<file path="config.mk">
export PLATFORM = sky130hd
export DESIGN_NAME = pipe_hazard_ctl
export DESIGN_NICKNAME = d
export VERILOG_FILES = /design/src/rtl/rv32_pipe_pkg.sv /design/src/rtl/fwd_unit.sv /design/src/rtl/pipe_hazard_ctl.sv
export SDC_FILE = /design/constraint.sdc
export NUM_CORES = 1
export LEC_CHECK = 0
export ABC_AREA = 1
export BUFFER_PORTS_ARGS = -buffer_cell sky130_fd_sc_hd__buf_2
export CAP_MARGIN = 20
export CORE_MARGIN = 2
export CORE_UTILIZATION = 59
export CTS_CLUSTER_DIAMETER = 120
export DETAILED_ROUTE_END_ITERATION = 8
export PLACE_DENSITY = 0.95
export SKIP_CTS_REPAIR_TIMING = 1
export SLEW_MARGIN = 20
export SYNTH_ARGS = -nofsm -noshare
export SYNTH_HDL_FRONTEND = slang
export SYNTH_HIERARCHICAL = 1
export SYNTH_SLANG_ARGS = --single-unit
</file>
<file path="constraint.sdc">
create_clock -name clk -period 3.4 [get_ports clk]
set_clock_uncertainty 0.2 [all_clocks]
set_input_delay 0.17 -clock clk [delete_from_list [all_inputs] [get_ports clk]]
set_output_delay 0.17 -clock clk [all_outputs]
set_load 0.03 [all_outputs]
</file>
<file path="src/rtl/rv32_pipe_pkg.sv">
// Shared types and constants for the rv32 pipeline sequencing controller.
package rv32_pipe_pkg;

  typedef enum logic [1:0] {
    BOOT  = 2'd0,
    RUN   = 2'd1,
    MWAIT = 2'd2,
    FAULT = 2'd3
  } pipe_state_e;

  localparam logic [1:0] FWD_RF    = 2'b00;
  localparam logic [1:0] FWD_EXMEM = 2'b01;
  localparam logic [1:0] FWD_MEMWB = 2'b10;

  // Younger producer (MEM) wins over older (WB); x0 is hardwired zero and never forwarded.
  function automatic logic [1:0] fwd_select(
    input logic [4:0] src,
    input logic [4:0] mem_rd,
    input logic       mem_we,
    input logic [4:0] wb_rd,
    input logic       wb_we
  );
    logic [1:0] sel;
    if (mem_we && (mem_rd != 5'd0) && (mem_rd == src)) begin
      sel = FWD_EXMEM;
    end else if (wb_we && (wb_rd != 5'd0) && (wb_rd == src)) begin
      sel = FWD_MEMWB;
    end else begin
      sel = FWD_RF;
    end
    return sel;
  endfunction

endpackage

</file>
<file path="src/rtl/fwd_unit.sv">
// Combinational EX operand forwarding selects for both source operands.
module fwd_unit
  import rv32_pipe_pkg::*;
(
  input  logic [4:0] ex_rs1,
  input  logic [4:0] ex_rs2,
  input  logic [4:0] mem_rd,
  input  logic       mem_RegWEn,
  input  logic [4:0] wb_rd,
  input  logic       wb_RegWEn,
  output logic [1:0] fwdA,
  output logic [1:0] fwdB
);

  always_comb begin
    fwdA = fwd_select(ex_rs1, mem_rd, mem_RegWEn, wb_rd, wb_RegWEn);
    fwdB = fwd_select(ex_rs2, mem_rd, mem_RegWEn, wb_rd, wb_RegWEn);
  end

endmodule

</file>
<file path="src/rtl/pipe_hazard_ctl.sv">
// Five-stage pipeline sequencer: enables, flushes, forwarding, memory-hang
// detection and stall/flush performance counters.
module pipe_hazard_ctl
  import rv32_pipe_pkg::*;
#(
  parameter int unsigned BOOT_CYCLES = 2,
  parameter int unsigned MEM_TIMEOUT = 255,
  parameter int unsigned CNT_W       = 32
) (
  input  logic             clk,
  input  logic             rst,
  input  logic [4:0]       id_rs1,
  input  logic [4:0]       id_rs2,
  input  logic             id_use_rs1,
  input  logic             id_use_rs2,
  input  logic [4:0]       ex_rd,
  input  logic             ex_RegWEn,
  input  logic             ex_is_load,
  input  logic [4:0]       ex_rs1,
  input  logic [4:0]       ex_rs2,
  input  logic [4:0]       mem_rd,
  input  logic [4:0]       wb_rd,
  input  logic             mem_RegWEn,
  input  logic             wb_RegWEn,
  input  logic             ex_pcSel,
  input  logic             mem_req,
  input  logic             dmem_ack,
  output logic             pc_en,
  output logic             ifid_en,
  output logic             idex_en,
  output logic             exmem_en,
  output logic             memwb_en,
  output logic             ifid_flush,
  output logic             idex_flush,
  output logic             memwb_bubble,
  output logic [1:0]       fwdA,
  output logic [1:0]       fwdB,
  output logic             mem_fault,
  output logic [CNT_W-1:0] stall_cnt,
  output logic [CNT_W-1:0] flush_cnt
);

  localparam int unsigned WAIT_W = $clog2(MEM_TIMEOUT + 1);
  localparam int unsigned BOOT_W = (BOOT_CYCLES > 1) ? $clog2(BOOT_CYCLES) : 1;

  pipe_state_e       state_q, state_d;
  logic [BOOT_W-1:0] boot_q, boot_d;
  logic [WAIT_W-1:0] wait_q, wait_d;
  logic [WAIT_W-1:0] wait_inc_s;
  logic              fault_q, fault_d;
  logic [CNT_W-1:0]  stall_q, stall_d;
  logic [CNT_W-1:0]  flush_q, flush_d;

  logic              mem_stall_s;
  logic              load_use_s;
  logic [1:0]        fwd_a_s;
  logic [1:0]        fwd_b_s;

  function automatic logic [CNT_W-1:0] sat_inc(input logic [CNT_W-1:0] v);
    return (v == {CNT_W{1'b1}}) ? v : v + {{(CNT_W-1){1'b0}}, 1'b1};
  endfunction

  fwd_unit u_fwd (
    .ex_rs1     (ex_rs1),
    .ex_rs2     (ex_rs2),
    .mem_rd     (mem_rd),
    .mem_RegWEn (mem_RegWEn),
    .wb_rd      (wb_rd),
    .wb_RegWEn  (wb_RegWEn),
    .fwdA       (fwd_a_s),
    .fwdB       (fwd_b_s)
  );

  assign mem_stall_s = mem_req & ~dmem_ack;
  assign load_use_s  = ex_is_load & ex_RegWEn & (ex_rd != 5'd0) &
                       ((id_use_rs1 & (id_rs1 == ex_rd)) |
                        (id_use_rs2 & (id_rs2 == ex_rd)));
  assign wait_inc_s  = wait_q + {{(WAIT_W-1){1'b0}}, 1'b1};

  always_comb begin
    pc_en        = 1'b0;
    ifid_en      = 1'b0;
    idex_en      = 1'b0;
    exmem_en     = 1'b0;
    memwb_en     = 1'b0;
    ifid_flush   = 1'b0;
    idex_flush   = 1'b0;
    memwb_bubble = 1'b0;
    fwdA         = fwd_a_s;
    fwdB         = fwd_b_s;
    case (state_q)
      // Registers must load so the injected NOPs actually clear the pipe.
      BOOT: begin
        pc_en        = 1'b1;
        ifid_en      = 1'b1;
        idex_en      = 1'b1;
        exmem_en     = 1'b1;
        memwb_en     = 1'b1;
        ifid_flush   = 1'b1;
        idex_flush   = 1'b1;
        memwb_bubble = 1'b1;
        fwdA         = FWD_RF;
        fwdB         = FWD_RF;
      end
      RUN, MWAIT: begin
        if (mem_stall_s) begin
          memwb_en     = 1'b1;
          memwb_bubble = 1'b1;
        end else if (ex_pcSel) begin
          pc_en      = 1'b1;
          ifid_en    = 1'b1;
          idex_en    = 1'b1;
          exmem_en   = 1'b1;
          memwb_en   = 1'b1;
          ifid_flush = 1'b1;
          idex_flush = 1'b1;
        end else if (load_use_s) begin
          idex_en    = 1'b1;
          exmem_en   = 1'b1;
          memwb_en   = 1'b1;
          idex_flush = 1'b1;
        end else begin
          pc_en    = 1'b1;
          ifid_en  = 1'b1;
          idex_en  = 1'b1;
          exmem_en = 1'b1;
          memwb_en = 1'b1;
        end
      end
      FAULT: begin
        pc_en = 1'b0;
      end
      default: begin
        pc_en = 1'b0;
      end
    endcase
  end

  always_comb begin
    state_d = state_q;
    boot_d  = boot_q;
    wait_d  = wait_q;
    fault_d = fault_q;
    stall_d = stall_q;
    flush_d = flush_q;
    case (state_q)
      BOOT: begin
        if (boot_q == BOOT_W'(BOOT_CYCLES - 1)) begin
          state_d = RUN;
          boot_d  = '0;
        end else begin
          boot_d  = boot_q + {{(BOOT_W-1){1'b0}}, 1'b1};
        end
      end
      RUN, MWAIT: begin
        if (mem_stall_s) begin
          stall_d = sat_inc(stall_q);
          wait_d  = wait_inc_s;
          if (wait_inc_s == WAIT_W'(MEM_TIMEOUT)) begin
            state_d = FAULT;
            fault_d = 1'b1;
          end else begin
            state_d = MWAIT;
          end
        end else begin
          state_d = RUN;
          wait_d  = '0;
          if (ex_pcSel) begin
            flush_d = sat_inc(flush_q);
          end else if (load_use_s) begin
            stall_d = sat_inc(stall_q);
          end else begin
            stall_d = stall_q;
          end
        end
      end
      FAULT: begin
        fault_d = 1'b1;
      end
      default: begin
        state_d = BOOT;
      end
    endcase
  end

  always_ff @(posedge clk) begin
    if (rst) begin
      state_q <= BOOT;
      boot_q  <= '0;
      wait_q  <= '0;
      fault_q <= 1'b0;
      stall_q <= '0;
      flush_q <= '0;
    end else begin
      state_q <= state_d;
      boot_q  <= boot_d;
      wait_q  <= wait_d;
      fault_q <= fault_d;
      stall_q <= stall_d;
      flush_q <= flush_d;
    end
  end

  assign mem_fault = fault_q;
  assign stall_cnt = stall_q;
  assign flush_cnt = flush_q;

endmodule

</file>
==> metrics <==
run status completed; crit path capture type flop; post-synthesis cell count between 800 and 900; CTS tree yes; mux contribution to synthesized area 0%; initial DRC count 374; Ys Warns 6; Leakage 2.70 nW; post-route ant nets 0; pin count of the biggest net entering global routing 47; Adder-Cell Fraction of Synth Area 1.46%; Syn Nets between 900 and 1000; Hold Startpoint rst; Critical Setup Path Class reg2reg; FFs w/ async S/R, synth 0%; # IOs between 100 and 150; Hold Path Class in2reg; # setup viols final 0; min Tclk post-route about 2.8 ns; clk slew on worst S/H paths roughly 0.07 ns; Root Driver clkbuf_8; Via Count ~5800; Core ar. roughly 8600 um2; average wire per standard cell 12.4 um; CP arrival approximately 2.8 ns; initial antenna violation count 0; sequential area share after synthesis a little under 30%; Syn Std Cell Area 5150 um2; GPL Wtd Cong 0.952; chip width about 100 um; Syn Area/Cell between 5 and 6 um2; post-synthesis xor/xnor area fraction 4.25%; Clock Sinks 76; aggregate global-route resource usage between 20% and 30%; Worst Path Max Fanout 28; first-pass GRT wire length 22800 um; largest family of logic cells by synthesized area simple AND/OR/NAND/NOR gates; peak supply drop around 0.32 mV; DRC errors left 0; Yosys reg bits 76; htree depth 3; Max Cap Violations 0; Final period util 81.1%; overall power 0.00227 W; initial core utilization between 50% and 60%; setup TNS 0 ns; vias in the first global route 5169; Synth cell types 38; cell with the most instances after synthesis nand2_1; hold path cells 2; layout cell share with drive strength beyond 1 between 15 and 20%; Slew HR a little over half; Final nets 1038; die height 97.5 um; die area approximately 9500 um2; pwr/cell area 381 nW/um2; Synth Area in Simple Gates ~46%; RR Startpoint state_q[0]; largest area contributor in the netlist dfxtp_1; Critical Path RT 3.45 ns; CP Launch Point state_q[0]; top cell type's share of synthesized area 29.5%; final hold viol count 0; reg-to-reg slack, setup about 0.64 ns; R2R cell count 9; Detailed Route WL between 10000 and 15000 um; std cell rows 34; gr ovfl total 0; complex-gate fraction of the synthesized area 9.10%; worst-margin pin slew between 0.7 and 0.8 ns; fmax about 360 MHz; Max Slew Vio Count 0; DP Wirelength 10100 um; Inserted Diodes 0; number of synthesized flops with an enable pin 0; Area growth, synth to finish 15.8%; Clock Latency Late Sink 0.36 ns; input/output buffers ~120; clk buf depth 2; RSZ-0062 raised after global routing false; Synth top cells by count nand2_1, nor2_1, inv_1, dfxtp_1, a21oi_1; drt pass-1 iters 5; Top FF cell, synth dfxtp_1; Worst Setup Start Kind flop; vias per cell between 5 and 6; cts bufs inserted 9; Synth area leaders dfxtp_1, nand2_1, nor2_1
-- where the power goes --
part | switching (W) | internal (W)
registers | 0.0000215 | 0.000914
clock network | 0.000338 | 0.000333
logic | 0.000499 | 0.000168
-- cell families (layout without fill, tap and decap cells) --
kind of cell	after synthesis	after routing
and+or+nand+nor	554	554
buffers and inverters	123	241
AOI/OAI and AO/OA	89	89
DFF	76	76
xor gates and xnor gates	25	25
adders and majority gates	6	6
-- layout by cell type (no fill, tap or decap), types with 2 or more instances in the layout --
cell        n
nor3_1     22
buf_2     122
clkinv_2    5
xor2_1     18
inv_1      98
nand3_1    65
buf_4       2
nand4_1    18
nand3b_1    7
inv_2       2
o21ai_0    14
ha_1        6
clkbuf_8    9
nor2_2      4
a21oi_1    69
nand2_2     5
nand2_1   259
nor2_1    161
dfxtp_1    76
nor2_4      4
xnor2_1     7
-- sequential cells by signal, indices dropped and copies added (netlist names) --
register,flops
boot_q,1
flush_cnt,32
mem_fault,1
stall_cnt,32
state_q,2
wait_q,8
-- worst max-delay path, cell delays in order (launching register included) --
cell,delay [ns]
dfxtp_1,0.36
inv_1,0.06
ha_1,0.39
inv_1,0.21
nor2_1,0.25
nand2_1,0.18
a21oi_4,0.60
nand2_1,0.15
o21ai_0,0.20
nor2_1,0.05
-- area by class of cell --
type                    count  area (um2)
well taps                 108         135
repair buffers            124         626
clock buffers              10         128
clock inverters             6        55.1
flip-flops and latches     76        1520
multi-input cells         674        3120
inverters                 101         379
fillers                   775        2630
-- per-layer routing --
| layer | track usage (%) | share of wire, % |
|---|---|---|
| met1 | 37.3 | 44 |
| met2 | 47.3 | 47 |
| met3 | 5.47 | 7.2 |
| met4 | 7.80 | 1.7 |
| met5 | 0 | 0 |
-- metrics by stage --
step	utilization, %	hold WS, ns	cell area, um2	worst slack, ns	instances
floorplan	-	0.240	5150	1.19	873
global placement	67.3	0.251	5780	0.813	1083
detailed placement	67.3	0.271	5780	0.694	1083
CTS	69.4	0.101	5970	0.668	1099
global route	69.4	0.138	5970	0.399	1099
finish	69.4	0.105	5970	0.643	1099
-- final timing paths --
| kind | to |
|---|---|
| min | state_q[1] |
| max | flush_cnt[3] |
| min reg2reg | wait_q[7] |
| max reg2reg | flush_cnt[3] |
Note: power is estimated with default switching activity, not from simulation.
